## src/rtl/sha256_sched_ctrl_pkg.sv

```systemverilog
// Shared constants and state encoding for the SHA-256 schedule controller.
// Used by the interface, the index counter and the controller top.
package sha256_pkg;

  localparam int BLOCK_BITS       = 512;
  localparam int WORD_BITS        = 32;
  localparam int W_LENGTH_DEFAULT = 64;
  localparam int IDX_BITS         = $clog2(W_LENGTH_DEFAULT);

  typedef enum logic [1:0] {
    IDLE  = 2'd0,
    SCHED = 2'd1,
    WAIT  = 2'd2,
    CLEAR = 2'd3
  } sched_state_e;

  // Plain-vector copies of the state codes for the FSM register.
  localparam logic [1:0] ST_IDLE  = IDLE;
  localparam logic [1:0] ST_SCHED = SCHED;
  localparam logic [1:0] ST_WAIT  = WAIT;
  localparam logic [1:0] ST_CLEAR = CLEAR;

endpackage

```

## src/rtl/sha256_sched_ctrl_if.sv

```systemverilog
// Block handshake, schedule controls and round-engine strobes of the controller.
// SHA256_SCHED_CTRL_PERF_EN adds the blocks_done/messages_done counters.
interface sha256_sched_ctrl_if
  import sha256_pkg::*;
#(
  parameter int W_LENGTH = W_LENGTH_DEFAULT
);

  logic                        blk_valid;
  logic                        blk_ready;
  logic [BLOCK_BITS-1:0]       blk_data;
  logic                        blk_last;
  logic                        sched_enable;
  logic [BLOCK_BITS-1:0]       sched_message;
  logic [$clog2(W_LENGTH)-1:0] sched_index;
  logic                        sched_index_complete;
  logic                        round_start;
  logic                        round_done;
  logic                        hash_init;
  logic                        digest_valid;
  logic                        busy;
`ifdef SHA256_SCHED_CTRL_PERF_EN
  logic [31:0]                 blocks_done;
  logic [15:0]                 messages_done;
`endif

  // slave: the controller itself; master: padding stage / round engine side.
  modport slave (
    input  blk_valid, blk_data, blk_last, round_done,
    output blk_ready, sched_enable, sched_message, sched_index,
           sched_index_complete, round_start, hash_init, digest_valid, busy
`ifdef SHA256_SCHED_CTRL_PERF_EN
    , output blocks_done, messages_done
`endif
  );

  modport master (
    output blk_valid, blk_data, blk_last, round_done,
    input  blk_ready, sched_enable, sched_message, sched_index,
           sched_index_complete, round_start, hash_init, digest_valid, busy
`ifdef SHA256_SCHED_CTRL_PERF_EN
    , input blocks_done, messages_done
`endif
  );

endinterface

```

## src/rtl/sha256_sched_ctrl_idx_cnt.sv

```systemverilog
// Saturating schedule-word index counter with clear/enable.
// complete is registered and rises the cycle after the last index is presented.
module sha256_sched_idx_cnt #(
  parameter int W_LENGTH = 64
) (
  input  logic                        clock,
  input  logic                        reset,
  input  logic                        clear,
  input  logic                        enable,
  output logic [$clog2(W_LENGTH)-1:0] index,
  output logic                        complete,
  output logic                        terminal
);

  localparam int IDX_W = $clog2(W_LENGTH);
  localparam logic [IDX_W-1:0] IDX_MAX = IDX_W'(W_LENGTH - 1);

  // Single-cycle strobe on the edge where complete is about to rise.
  assign terminal = enable && (index == IDX_MAX) && !complete;

  always_ff @(posedge clock or posedge reset) begin
    if (reset) begin
      index    <= '0;
      complete <= 1'b0;
    end else if (clear) begin
      index    <= '0;
      complete <= 1'b0;
    end else if (enable) begin
      if (index == IDX_MAX) begin
        complete <= 1'b1;
      end else begin
        index <= index + 1'b1;
      end
    end
  end

endmodule

```

## src/rtl/sha256_sched_ctrl.sv

```systemverilog
// Block sequencer for the SHA-256 schedule datapath and round engine.
// Optional counters are built when SHA256_SCHED_CTRL_PERF_EN is defined.
module sha256_sched_ctrl
  import sha256_pkg::*;
#(
  parameter int W_LENGTH = W_LENGTH_DEFAULT
) (
  input  logic              clock,
  input  logic              reset,
  sha256_sched_ctrl_if.slave bus
);

  localparam int IDX_W = $clog2(W_LENGTH);

  logic [1:0]            state;
  logic [BLOCK_BITS-1:0] sched_message;
  logic                  first_flag;
  logic                  last_flag;
  logic                  round_start;
  logic                  hash_init;
  logic                  digest_valid;

  logic                  cnt_clear;
  logic                  cnt_enable;
  logic                  cnt_terminal;
  logic                  cnt_complete;
  logic [IDX_W-1:0]      cnt_index;

  logic                  accept;
  logic                  done_in_wait;

  assign accept       = (state == ST_IDLE) && bus.blk_valid;
  assign done_in_wait = (state == ST_WAIT) && bus.round_done;

  // Clearing on the round_done edge makes complete/index read 0 during CLEAR.
  assign cnt_clear  = (state == ST_IDLE) || (state == ST_CLEAR) || done_in_wait;
  assign cnt_enable = (state == ST_SCHED);

  sha256_sched_idx_cnt #(
    .W_LENGTH (W_LENGTH)
  ) u_idx_cnt (
    .clock    (clock),
    .reset    (reset),
    .clear    (cnt_clear),
    .enable   (cnt_enable),
    .index    (cnt_index),
    .complete (cnt_complete),
    .terminal (cnt_terminal)
  );

  always_ff @(posedge clock or posedge reset) begin
    if (reset) begin
      state         <= ST_IDLE;
      sched_message <= '0;
      first_flag    <= 1'b1;
      last_flag     <= 1'b0;
      round_start   <= 1'b0;
      hash_init     <= 1'b0;
      digest_valid  <= 1'b0;
    end else begin
      round_start  <= 1'b0;
      hash_init    <= 1'b0;
      digest_valid <= 1'b0;
      case (state)
        ST_IDLE: begin
          if (accept) begin
            sched_message <= bus.blk_data;
            last_flag     <= bus.blk_last;
            state         <= ST_SCHED;
          end
        end
        ST_SCHED: begin
          if (cnt_terminal) begin
            round_start <= 1'b1;
            hash_init   <= first_flag;
            state       <= ST_WAIT;
          end
        end
        ST_WAIT: begin
          if (bus.round_done) begin
            // The last block re-arms first_flag for the next message.
            first_flag   <= last_flag;
            digest_valid <= last_flag;
            state        <= ST_CLEAR;
          end
        end
        default: begin
          state <= ST_IDLE;
        end
      endcase
    end
  end

  assign bus.blk_ready            = (state == ST_IDLE);
  assign bus.busy                 = (state != ST_IDLE);
  assign bus.sched_enable         = (state == ST_SCHED) || (state == ST_WAIT);
  assign bus.sched_message        = sched_message;
  assign bus.sched_index          = cnt_index;
  assign bus.sched_index_complete = cnt_complete;
  assign bus.round_start          = round_start;
  assign bus.hash_init            = hash_init;
  assign bus.digest_valid         = digest_valid;

`ifdef SHA256_SCHED_CTRL_PERF_EN
  logic [31:0] blocks_done;
  logic [15:0] messages_done;

  always_ff @(posedge clock or posedge reset) begin
    if (reset) begin
      blocks_done   <= '0;
      messages_done <= '0;
    end else begin
      if (done_in_wait) begin
        blocks_done <= blocks_done + 32'd1;
      end
      if (digest_valid) begin
        messages_done <= messages_done + 16'd1;
      end
    end
  end

  assign bus.blocks_done   = blocks_done;
  assign bus.messages_done = messages_done;
`endif

endmodule

```

## src/flat_wrapper.sv

```systemverilog
// flat-port wrapper written by rule: the top's interface ports become plain ports
module sha256_sched_ctrl_flat import sha256_pkg::*;
#(
  parameter int W_LENGTH = W_LENGTH_DEFAULT
)
  (clock, reset, bus_blk_valid, bus_blk_data, bus_blk_last, bus_round_done, bus_blk_ready, bus_sched_enable, bus_sched_message, bus_sched_index, bus_sched_index_complete, bus_round_start, bus_hash_init, bus_digest_valid, bus_busy);
  sha256_sched_ctrl_if #(.W_LENGTH(W_LENGTH)) bus_i ();
  input  logic clock;
  input  logic reset;
  input wire logic [$bits(bus_i.blk_valid)-1:0] bus_blk_valid;
  input wire logic [$bits(bus_i.blk_data)-1:0] bus_blk_data;
  input wire logic [$bits(bus_i.blk_last)-1:0] bus_blk_last;
  input wire logic [$bits(bus_i.round_done)-1:0] bus_round_done;
  output wire logic [$bits(bus_i.blk_ready)-1:0] bus_blk_ready;
  output wire logic [$bits(bus_i.sched_enable)-1:0] bus_sched_enable;
  output wire logic [$bits(bus_i.sched_message)-1:0] bus_sched_message;
  output wire logic [$bits(bus_i.sched_index)-1:0] bus_sched_index;
  output wire logic [$bits(bus_i.sched_index_complete)-1:0] bus_sched_index_complete;
  output wire logic [$bits(bus_i.round_start)-1:0] bus_round_start;
  output wire logic [$bits(bus_i.hash_init)-1:0] bus_hash_init;
  output wire logic [$bits(bus_i.digest_valid)-1:0] bus_digest_valid;
  output wire logic [$bits(bus_i.busy)-1:0] bus_busy;
  assign bus_i.blk_valid = bus_blk_valid;
  assign bus_i.blk_data = bus_blk_data;
  assign bus_i.blk_last = bus_blk_last;
  assign bus_i.round_done = bus_round_done;
  assign bus_blk_ready = bus_i.blk_ready;
  assign bus_sched_enable = bus_i.sched_enable;
  assign bus_sched_message = bus_i.sched_message;
  assign bus_sched_index = bus_i.sched_index;
  assign bus_sched_index_complete = bus_i.sched_index_complete;
  assign bus_round_start = bus_i.round_start;
  assign bus_hash_init = bus_i.hash_init;
  assign bus_digest_valid = bus_i.digest_valid;
  assign bus_busy = bus_i.busy;
  sha256_sched_ctrl #(.W_LENGTH(W_LENGTH)) u_core (.clock(clock), .reset(reset), .bus(bus_i));
endmodule
```

## config.mk

```make
export PLATFORM = sky130hd
export DESIGN_NAME = sha256_sched_ctrl_flat
export DESIGN_NICKNAME = d
export VERILOG_FILES = /design/src/rtl/sha256_sched_ctrl_pkg.sv /design/src/rtl/sha256_sched_ctrl_if.sv /design/src/rtl/sha256_sched_ctrl_idx_cnt.sv /design/src/rtl/sha256_sched_ctrl.sv /design/src/flat_wrapper.sv
export SDC_FILE = /design/constraint.sdc
export NUM_CORES = 1
export LEC_CHECK = 0
export CAP_MARGIN = 20
export CORE_AREA = 2 2 400 402
export DETAILED_ROUTE_END_ITERATION = 6
export DIE_AREA = 0 0 402 404
export MAX_ROUTING_LAYER = met4
export SYNTH_ARGS = -nofsm -noshare
export SYNTH_HDL_FRONTEND = slang
export SYNTH_SLANG_ARGS = --single-unit
```

## constraint.sdc

```tcl
create_clock -name clock -period 37.1 [get_ports clock]
set_clock_uncertainty 0.15 [all_clocks]
set_input_delay 3.71 -clock clock [delete_from_list [all_inputs] [get_ports clock]]
set_output_delay 3.71 -clock clock [all_outputs]
set_load 0.02 [all_outputs]
```

==> results of run 1 <==
flip-flops by register name, indices dropped and copies added, names as in the netlist:
name,count
u_core.first_flag,1
u_core.state,2
u_core.bus.digest_valid,1
u_core.u_idx_cnt.complete,1
u_core.bus.round_start,1
u_core.last_flag,1
u_core.bus.sched_message,512
u_core.bus.hash_init,1
u_core.u_idx_cnt.index,6
worst reg2reg max path: stages, from the launching register on:
cell and delay [ns]:
dfrtp_1 0.38, inv_1 0.09, ha_1 0.29, nand2_4 0.68, buf_12 0.55, buf_4 1.10
buf_4 0.76, mux2_2 0.46
logic make-up (layout without fill, tap and decap cells):
| group | Yosys count | count (layout) |
|---|---|---|
| flip-flops | 526 | 526 |
| multiplexers | 516 | 516 |
| buffers and inverters | 64 | 1188 |
| AND/OR/NAND/NOR | 21 | 21 |
| AO/OA/AOI/OAI | 11 | 11 |
| adder cells (fa/ha/maj) | 5 | 5 |
| XOR/XNOR | 1 | 1 |
| other | 0 | 51 |
metrics by stage:
stage          setup slack (ns)  hold WS [ns]
2_1_floorplan             18.54         0.321
3_3_place_gp              29.08         0.336
3_5_place_dp              29.04         0.341
4_1_cts                   29.80         0.354
5_1_grt                   29.53         0.363
6_report                  29.74         0.350
power groups by stage:
stage | clock [W] | sequential [W] | combinational (W)
global route | 0.000765 | 0.000573 | 0.0000784
CTS | 0.000747 | 0.000574 | 0.0000745
global placement | 0 | 0.000584 | 0.0000737
detailed placement | 0 | 0.000584 | 0.0000740
floorplan | 0 | 0.000585 | 0.00000888
finish | 0.000715 | 0.000574 | 0.0000726
cell type report:
class                      instances  area share (%)
antenna                           51           0.365
clock buffer                     100            5.83
clock inverter                    27            1.01
inverter                           8           0.107
multi-input combinational        554            17.4
sequential                       526            37.7
tap                             2072            7.42
timing repair buffer            1053            30.2
worst min-delay path by stage:
| stage | endpoint | slack, ns | cells after the start |
|---|---|---|---|
| 2_1_floorplan | u_core.last_flag$_DFFE_PP0P_ | 0.32 | 1 |
| 3_3_place_gp | u_core.bus.sched_message[22]$_DFFE_PP0P_ | 0.34 | 1 |
| 3_5_place_dp | u_core.bus.sched_message[339]$_DFFE_PP0P_ | 0.34 | 1 |
| 4_1_cts | u_core.bus.sched_message[22]$_DFFE_PP0P_ | 0.35 | 1 |
| 5_1_grt | u_core.bus.sched_message[219]$_DFFE_PP0P_ | 0.36 | 1 |
| 6_report | u_core.bus.sched_message[318]$_DFFE_PP0P_ | 0.35 | 1 |
per-layer routing:
metal	vias up	global-route usage (%)	wire length, µm
met5	-	-	0
met4	0	3.65	2800
met3	113	4.98	9370
met2	585	21.7	53200
met1	7336	14.2	40100
li1	6286	-	-
placed cells by master (no fill, tap or decap):
| master | n |
|---|---|
| o21bai_1 | 1 |
| clkbuf_8 | 11 |
| a21o_1 | 1 |
| inv_16 | 2 |
| diode_2 | 51 |
| o221ai_2 | 1 |
| inv_1 | 7 |
| buf_12 | 2 |
| ha_1 | 5 |
| o21ai_2 | 1 |
| mux2_2 | 514 |
| clkinv_8 | 2 |
| nor3b_1 | 1 |
| mux2i_1 | 2 |
| clkdlybuf4s50_1 | 1041 |
| clkbuf_1 | 16 |
| and3_1 | 1 |
| nand2_4 | 1 |
| o31ai_2 | 1 |
| nand3_1 | 1 |
| or4_1 | 1 |
| a211oi_1 | 2 |
| inv_6 | 3 |
| dfrtp_1 | 525 |
| nand2_1 | 5 |
| inv_8 | 2 |
| and4_2 | 1 |
| clkinv_4 | 6 |
| bufinv_16 | 5 |
| dfstp_2 | 1 |
| nand4_1 | 2 |
| a21oi_1 | 3 |
| nor3_1 | 3 |
| clkinv_2 | 8 |
| nor2_1 | 4 |
| buf_4 | 10 |
| xor2_1 | 1 |
| o31ai_1 | 1 |
| nand3_2 | 1 |
| clkbuf_16 | 73 |
==> summary.txt, run 1 <==
Clocking
  • Worst skew pair latency: 0.65 ns
  • Post-CTS Setup Bufs: 0
  • Post-cts sizing count: 0
  • CTS root buf: clkbuf_16
  • Clock transition at path regs: 0.06 ns
  • Clock net sink count: 526
  • CTS H-tree lvls: 3
  • CTS tree: done
  • Max Root-Sink Buffers: 3
  • Clock buffer count from CTS: 71
  • Hold_buf cts: 0

Run status
  • Status: complete, no violations

Worst setup path
  • CP dominant cell by count: buf_4
  • Largest fanout on the critical path: 135
  • CP bufs+invs: 4
  • Worst path arrival time: 7.73 ns
  • Critical path depth: 6
  • Worst r2r path cells: 7
  • Setup CP Type: in -> reg
  • Crit path to: u_core.bus.sched_message[67]$_DFFE_PP0P_
  • CP required: 37.47 ns
  • CP startpoint kind: input pin
  • Critical Path Max Stage Delay: 0.86 ns
  • CP max-delay cell: buf_4
  • R2R Setup Slk: 32.52 ns
  • Worst path cell trace: clkdlybuf4s50_1 -> nand2_4 -> buf_12 -> buf_4 -> buf_4 -> mux2_2
  • Crit. End Element: flop
  • Worst setup startpoint: bus_blk_valid
  • Delay-heaviest family, CP: buffers and inverters
  • FF-to-FF End: u_core.bus.sched_message[67]$_DFFE_PP0P_
  • Worst R2R Start: u_core.state[0]$_DFFE_PP0P_

Floorplanning
  • Die W: 402 µm
  • Row count: 146
  • Die Span Y: 404 µm
  • Initial Utilization: 12.4%
  • Die area: 162000 µm²
  • # IOs: 1042
  • CORE AREA: 158000 µm²

Cells and area
  • Non-Filler Instances: 4391
  • Register area: 13200 µm²
  • Area taken by multi-input logic gates: 6090 µm²
  • Final instance area: 34900 µm²
  • Area Growth Syn to Fin: 78.5%
  • Proportion of layout cells with a drive suffix above 1: 28.4%
  • Post-layout util: 22.1%
  • Nets@finish: 2736
  • Fillers: 16759

Placed design
  • Placed inst area: 32400 µm²
  • Post-DP HPWL: 86000 µm
  • Placed Cells: 4213
  • I/O Buffers: 1041
  • Final Wtd Congestion: 0.878

Synth
  • Synth top cells by count: dfrtp_1, mux2_2, buf_2
  • Synth Area in Adders: 0.320%
  • Area share of xor/xnor cells in the synthesized design: 0.0448%
  • Synthesized Nets: 1666
  • Synth Cell Area: 19600 µm²
  • Yosys warnings: 0
  • Predominant post-synthesis flop cell: dfrtp_1
  • Cell taking the most area after synthesis: dfrtp_1
  • Post-synthesis mux area share: 29.7%
  • Yosys cell types: 27
  • Seq/Total Area, Yosys: 67.3%
  • Largest cells by area after synthesis: dfrtp_1, mux2_2, buf_2
  • Simple-Gate Fraction of Synth Area: 0.569%
  • Yosys top cell area share: 67.1%
  • Cells after Synth: 1144
  • Most common cell in the netlist: dfrtp_1
  • Post-Syn Area per Cell: 17.1 µm²
  • Async S/R FF share, synth: 100%
  • Number of enable flip-flop cells after synthesis: 0
  • Compound-cell area share of the yosys netlist: 0.454%
  • Synthesized flop and latch total: 526
  • Largest family of logic cells by synthesized area: multiplexers

Route
  • Initial DRC Count: 668
  • Routed Antenna Nets: 0
  • Iteration count of the initial detailed-routing pass: 4
  • Via count: 14320
  • Remaining DRCs: 0
  • Drt via density: 3.26
  • WL/cell: 24.0 µm
  • Final WL: 105000 µm

Timing
  • FMAX: 136 MHz
  • Final Cycle Share: 19.9%
  • Worst Tran Pin Value: 1.07 ns
  • RSZ-0062 raised after global routing: no
  • Final hold vios: 0
  • Max-slew headroom: 28.8%
  • Final setup vio count: 0
  • Final TNS setup: 0 ns
  • Min cycle time layout: 7.36 ns
  • Max Slew Vio Count: 0

Pwr
  • Switching Share: 23.3%
  • Cell Pwr Density: 39.0 nW/µm²
  • Post-layout power: 0.00136 W
  • Clock Power Share: 52.5%
  • Logic gate share of total power: 5.3%
  • Part of the power in registers: 42.2%
  • VDD IR max: 27.6 µV
  • Leak: 15.7 nW
  • Cell Int Power: 0.00104 W
  • Net switching power of the design: 0.000316 W

Hold path
  • Hold Path Origin: u_core.bus.sched_message[318]$_DFFE_PP0P_
  • Worst Hold Class: reg -> reg

GRT
  • First-pass GRT wire length: 139000 µm
  • Number of global-route vias before repair: 15293
  • Pin count of the biggest net entering global routing: 141
  • GRT overflow: 0
  • Total Routing Usage GR: 12.9%
  • Antenna violations before repair: 68

Job
  • Max-cap violations: 0
No activity file was read; power rests on OpenSTA's default activity.
==> inputs of run 2 (changes only) <==
==> constraint.sdc (replaced) <==
create_clock -name clock -period 6.16 [get_ports clock]
set_clock_uncertainty 0.15 [all_clocks]
set_input_delay 0.616 -clock clock [delete_from_list [all_inputs] [get_ports clock]]
set_output_delay 0.616 -clock clock [all_outputs]
set_load 0.02 [all_outputs]
==> summary.txt, run 2 (synthesis results as in run 1) <==
Run status
  • Status: complete, no violations (unchanged)

Route
  • Uppermost layer routed: met4 (unchanged)
  • Via count: 14433 (was 14320)
  • M1 wire length: 41900 µm (was 40100 µm)
  • Routed Antenna Nets: 0 (unchanged)
  • Initial DRC Count: 691 (was 668)
  • Iteration count of the initial detailed-routing pass: 4 (unchanged)
  • Metal3 WL: 13400 µm (was 9370 µm)
  • WL/cell: 24.8 µm (was 24.0 µm)
  • Final WL: 110000 µm (was 105000 µm)
  • Remaining DRCs: 0 (unchanged)
  • Met2 Wirelength: 51600 µm (was 53200 µm)
  • Drt via density: 3.26 (about the same)

Timing
  • Min cycle time layout: 2.97 ns
  • FMAX: 336 MHz
  • Final hold vios: 0 (unchanged)
  • Max-slew headroom: 30.9% (was 28.8%)
  • Worst Tran Pin Value: 1.04 ns (was 1.07 ns)
  • Final Cycle Share: 48.3%
  • RSZ-0062 raised after global routing: no (unchanged)
  • Max Slew Vio Count: 0 (unchanged)
  • Hold WS: 0.200 ns (was 0.350 ns)
  • Final setup vio count: 0 (unchanged)
  • Final TNS setup: 0 ns (unchanged)

Cells and area
  • Proportion of layout cells with a drive suffix above 1: 28.6% (was 28.4%)
  • Commonest non-fill, non-tap cells in the layout: clkdlybuf4s50_1, dfrtp_1, mux2_2 (unchanged)
  • Area Growth Syn to Fin: 79.6% (was 78.5%)
  • Commonest non-fill, non-tap cell in the layout: clkdlybuf4s50_1 (unchanged)
  • Most flops, register: u_core.bus.sched_message (unchanged)
  • Top flop regs: u_core.bus.sched_message x512, u_core.u_idx_cnt.index x6, u_core.state x2 (unchanged)
  • Number of flip-flops in the largest register: 512 (unchanged)
  • Nets@finish: 2743 (was 2736)
  • Post-layout util: 22.3% (was 22.1%)

Floorplanning
  • Die W: 402 µm (unchanged)
  • Initial Utilization: 12.4% (unchanged)
  • Row count: 146 (unchanged)
  • # IOs: 1042 (unchanged)
  • Die area: 162000 µm² (unchanged)
  • Die Span Y: 404 µm (unchanged)
  • CORE AREA: 158000 µm² (unchanged)

Clocking
  • Clock net sink count: 526 (unchanged)
  • Hold_buf cts: 0 (unchanged)
  • CTS root buf: clkbuf_16 (unchanged)
  • Worst skew pair latency: 0.63 ns (was 0.65 ns)
  • Max Root-Sink Buffers: 3 (unchanged)
  • CTS H-tree lvls: 3 (unchanged)
  • Clock transition at path regs: 0.06 ns (about the same)
  • Clock buffer count from CTS: 72 (was 71)
  • Post-cts sizing count: 0 (unchanged)
  • CTS tree: done (unchanged)
  • Post-CTS Setup Bufs: 0 (unchanged)

Placed design
  • Final Wtd Congestion: 0.869 (was 0.878)
  • I/O Buffers: 1041 (unchanged)
  • Post-DP HPWL: 90400 µm (was 86000 µm)

Pwr
  • Leak: 15.7 nW (about the same)
  • VDD IR max: 165 µV (was 27.6 µV)
  • Cell Pwr Density: 236 nW/µm² (was 39.0 nW/µm²)
  • Post-layout power: 0.00829 W (was 0.00136 W)

GRT
  • Total Routing Usage GR: 13.5% (was 12.9%)
  • Number of global-route vias before repair: 15153 (was 15293)
  • First-pass GRT wire length: 143000 µm (was 139000 µm)
  • GRT overflow: 0 (unchanged)
  • Pin count of the biggest net entering global routing: 113 (was 141)
  • Antenna violations before repair: 112 (was 68)

Worst setup path
  • Crit. End Element: flop (unchanged)
  • CP required: 6.52 ns (was 37.47 ns)
  • Worst path arrival time: 3.33 ns (was 7.73 ns)
  • Setup CP Type: reg -> reg (was in -> reg)
  • CP startpoint kind: flop (was input pin)
  • Largest fanout on the critical path: 112 (was 135)

Hold path
  • Worst Hold Class: in -> async (was reg -> reg)

Job
  • Max-cap violations: 0 (unchanged)
run 2: metal layers:
layer / global-route usage (%) / vias up
li1: - / 6331
met1: 14.6 / 7344
met2: 21.1 / 644
met3: 7.64 / 114
met4: 3.65 / 0
met5: - / -
run 2: cell type report:
type | instances | area [µm²]
Sequential cell | 526 | 13200
Antenna cell | 74 | 185
Clock buffer | 103 | 2050
Clock inverter | 25 | 410
Inverter | 8 | 33.8
Fill cell | 16738 | 123000
Multi-Input combinational cell | 554 | 6090
Timing Repair Buffer | 1059 | 10600
Tap cell | 2072 | 2590
run 2: final timing paths:
kind	cells past startpoint	slack, ns	to	start
hold reg to reg	1	0.35	u_core.bus.sched_message[450]$_DFFE_PP0P_	u_core.bus.sched_message[450]$_DFFE_PP0P_
setup / recovery	5	3.19	u_core.bus.sched_message[100]$_DFFE_PP0P_	u_core.state[0]$_DFFE_PP0P_
setup reg to reg	5	3.19	u_core.bus.sched_message[100]$_DFFE_PP0P_	u_core.state[0]$_DFFE_PP0P_
hold / removal	2	0.20	u_core.bus.sched_message[318]$_DFFE_PP0P_	reset
max in group asynchronous	4	4.23	u_core.bus.sched_message[280]$_DFFE_PP0P_	reset
min in group clock	1	0.35	u_core.bus.sched_message[450]$_DFFE_PP0P_	u_core.bus.sched_message[450]$_DFFE_PP0P_
run 2: worst max-delay path: stages, from the launching register on:
cell	delay, ns
dfrtp_1	0.37
inv_1	0.09
ha_1	0.28
nand2_4	0.74
buf_12	0.41
mux2_2	0.42
run 2: through the flow:
stage	area, µm²	cells	setup slack, ns
6_report	35200	4421	3.19
5_1_grt	35100	4415	3.04
3_5_place_dp	32500	4219	2.83
2_1_floorplan	19600	1144	-1.75
4_1_cts	35000	4347	3.18
3_3_place_gp	32500	4219	2.87
run 2: power by group:
group | switching, W | internal (W) | total, W
logic | 0.000140 | 0.000293 | 0.000433
clock network | 0.00174 | 0.00266 | 0.00440
registers | 0 | 0.00346 | 0.00346
total | 0.00188 | 0.00641 | 0.00829
==> inputs of run 3 (changes only) <==
==> constraint.sdc (replaced) <==
create_clock -name clock -period 2.5 [get_ports clock]
set_clock_uncertainty 0.15 [all_clocks]
set_input_delay 0.25 -clock clock [delete_from_list [all_inputs] [get_ports clock]]
set_output_delay 0.25 -clock clock [all_outputs]
set_load 0.02 [all_outputs]
==> summary.txt, run 3 (synthesis results as in run 1) <==
Cells and area
  • Number of flip-flops in the largest register: 512 (unchanged)
  • Area Growth Syn to Fin: 87.7% (was 79.6%)
  • Post-layout util: 23.3% (was 22.3%)
  • Most flops, register: u_core.bus.sched_message (unchanged)
  • Nets@finish: 2900 (was 2743)
  • Proportion of layout cells with a drive suffix above 1: 28.2% (was 28.6%)
  • Commonest non-fill, non-tap cells in the layout: clkdlybuf4s50_1, dfrtp_1, mux2_2 (unchanged)
  • Top flop regs: u_core.bus.sched_message x512, u_core.u_idx_cnt.index x6, u_core.state x2 (unchanged)
  • Commonest non-fill, non-tap cell in the layout: clkdlybuf4s50_1 (unchanged)

Clocking
  • Worst skew pair latency: 0.63 ns (about the same)
  • CTS root buf: clkbuf_16 (unchanged)
  • Clock buffer count from CTS: 72 (unchanged)
  • CTS H-tree lvls: 3 (unchanged)
  • Clock transition at path regs: 0.06 ns (about the same)
  • CTS tree: done (unchanged)
  • Clock net sink count: 526 (unchanged)
  • Max Root-Sink Buffers: 3 (unchanged)

Floorplanning
  • # IOs: 1042 (unchanged)
  • Row count: 146 (unchanged)
  • CORE AREA: 158000 µm² (unchanged)
  • Die Span Y: 404 µm (unchanged)
  • Initial Utilization: 12.4% (unchanged)
  • Die W: 402 µm (unchanged)
  • Die area: 162000 µm² (unchanged)

GRT
  • Total Routing Usage GR: 13.8% (was 13.5%)
  • Number of global-route vias before repair: 16108 (was 15153)
  • Pin count of the biggest net entering global routing: 87 (was 113)
  • GRT overflow: 0 (unchanged)
  • Antenna violations before repair: 77 (was 112)
  • First-pass GRT wire length: 147000 µm (was 143000 µm)

Timing
  • Worst Tran Pin Value: 0.605 ns (was 1.04 ns)
  • Min cycle time layout: 2.27 ns
  • RSZ-0062 raised after global routing: no (unchanged)
  • Final hold vios: 0 (unchanged)
  • Final Cycle Share: 90.6%
  • Max Slew Vio Count: 0 (unchanged)
  • FMAX: 441 MHz
  • Max-slew headroom: 59.5% (was 30.9%)
  • Final setup vio count: 0 (unchanged)

Route
  • Routed Antenna Nets: 0 (unchanged)
  • Via count: 14968 (was 14433)
  • WL/cell: 24.7 µm (was 24.8 µm)
  • Remaining DRCs: 0 (unchanged)
  • Initial DRC Count: 630 (was 691)
  • Final WL: 113000 µm (was 110000 µm)
  • Drt via density: 3.28 (was 3.26)
  • Iteration count of the initial detailed-routing pass: 6 (was 4)

Worst setup path
  • CP required: 2.10 ns (was 6.52 ns)
  • Critical Path Max Stage Delay: 0.87 ns (was 0.74 ns)
  • Worst path arrival time: 1.87 ns (was 3.33 ns)
  • Delay-heaviest family, CP: buffers and inverters (was simple AND/OR/NAND/NOR gates)
  • CP max-delay cell: clkdlybuf4s50_1 (was nand2_4)
  • Setup CP Type: reg -> out (was reg -> reg)
  • Worst R2R Start: u_core.state[0]$_DFFE_PP0P_ (unchanged)
  • Worst r2r path cells: 6 (was 5)
  • CP bufs+invs: 1 (was 2)
  • Crit. End Element: output port (was flop)
  • Largest fanout on the critical path: 2 (was 112)
  • Worst path cell trace: clkdlybuf4s50_1 (was inv_1 -> ha_1 -> nand2_4 -> buf_12 -> mux2_2)
  • FF-to-FF End: u_core.bus.sched_message[117]$_DFFE_PP0P_ (was u_core.bus.sched_message[100]$_DFFE_PP0P_)
  • CP startpoint kind: flop (unchanged)
  • R2R Setup Slk: 0.33 ns (was 3.19 ns)

Placed design
  • Post-DP HPWL: 93300 µm (was 90400 µm)
  • Final Wtd Congestion: 0.891 (was 0.869)
  • I/O Buffers: 1041 (unchanged)

Hold path
  • WHS Endpoint: u_core.bus.sched_message[262]$_DFFE_PP0P_
  • Worst Hold Class: in -> reg (was in -> async)
  • Hold Path Depth: 2
  • Hold Path Origin: bus_blk_data[262]

Pwr
  • Clock Power Share: 52.0% (was 53.1%)
  • Leak: 16.5 nW (was 15.7 nW)
  • VDD IR max: 458 µV (was 165 µV)
  • Logic gate share of total power: 6.5% (was 5.2%)
  • Net switching power of the design: 0.00485 W (was 0.00188 W)
  • Cell Int Power: 0.0157 W (was 0.00641 W)
  • Switching Share: 23.6% (was 22.6%)
  • Part of the power in registers: 41.4% (was 41.7%)
  • Post-layout power: 0.0206 W (was 0.00829 W)
  • Cell Pwr Density: 559 nW/µm² (was 236 nW/µm²)

Run status
  • Status: complete, no violations (unchanged)

Job
  • Max-cap violations: 0 (unchanged)
## run 3: changes by cell type in the layout (fill, tap and decap cells not counted), sizes merged, moves of 4 or more
cell / before / now
dlygate4sd3: 0 / 128
diode: 74 / 58
inv: 12 / 16
clkbuf: 103 / 97
clkinv: 9 / 13
buf: 18 / 47
## run 3: worst max path at each step
stage | start | end | slack, ns | cells after the start
2_1_floorplan | reset | u_core.bus.digest_valid$_DFF_PP0_ | -5.05 | 1
3_3_place_gp | bus_blk_valid | u_core.bus.sched_message[53]$_DFFE_PP0P_ | 0.29 | 5
3_5_place_dp | bus_blk_valid | u_core.bus.sched_message[496]$_DFFE_PP0P_ | 0.26 | 5
4_1_cts | u_core.bus.sched_message[467]$_DFFE_PP0P_ | bus_sched_message[467] | 0.11 | 1
5_1_grt | u_core.state[0]$_DFFE_PP0P_ | bus_busy | 0.09 | 4
6_report | u_core.bus.sched_message[339]$_DFFE_PP0P_ | bus_sched_message[339] | 0.23 | 1
## run 3: what timing repair did
action                                 CTS  global route
setup endpoints to repair                3             0
setup buffers                            0             0
endpoints found under the hold margin  169             0
resized for setup                        3             0
hold buffers                           128             0
## run 3: through the flow
stage / cells / hold WS, ns / setup WS (ns) / setup TNS (ns) / instance area, µm²
2_1_floorplan: 1144 / 0.250 / -5.05 / -2652.90 / 19600
3_3_place_gp: 4248 / 0.337 / 0.294 / 0 / 32900
3_5_place_dp: 4248 / 0.341 / 0.264 / 0 / 32900
4_1_cts: 4503 / 0.0000683 / 0.105 / 0 / 36600
5_1_grt: 4552 / 0.0203 / 0.0913 / 0 / 36700
6_report: 4561 / 0.0708 / 0.235 / 0 / 36700
## run 3: power by group through the flow
stage | clock network, W | registers, W | logic (W)
after global routing | 0.0114 | 0.00851 | 0.00144
after floorplan | 0 | 0.00868 | 0.000133
final | 0.0107 | 0.00852 | 0.00134
after global placement | 0 | 0.00867 | 0.00118
after CTS | 0.0112 | 0.00852 | 0.00138
after detailed placement | 0 | 0.00867 | 0.00119
## run 3: per-layer routing
layer  vias up  GRT usage, %  wire, µm
met2       616          21.9     53400
met4         0          3.96      3190
li1       6638             -         -
met3       122          5.74     11100
met5         -             -         0
met1      7592          15.9     44800
## run 3: cell type report
class                   count  area (µm²)
diodes                     58         145
clock buffers              97        2050
clock inverters            30         365
fillers                 16654      121000
inverters                   8        33.8
multi-input cells         554        6090
flip-flops and latches    526       13200
well taps                2072        2590
repair buffers           1216       12300
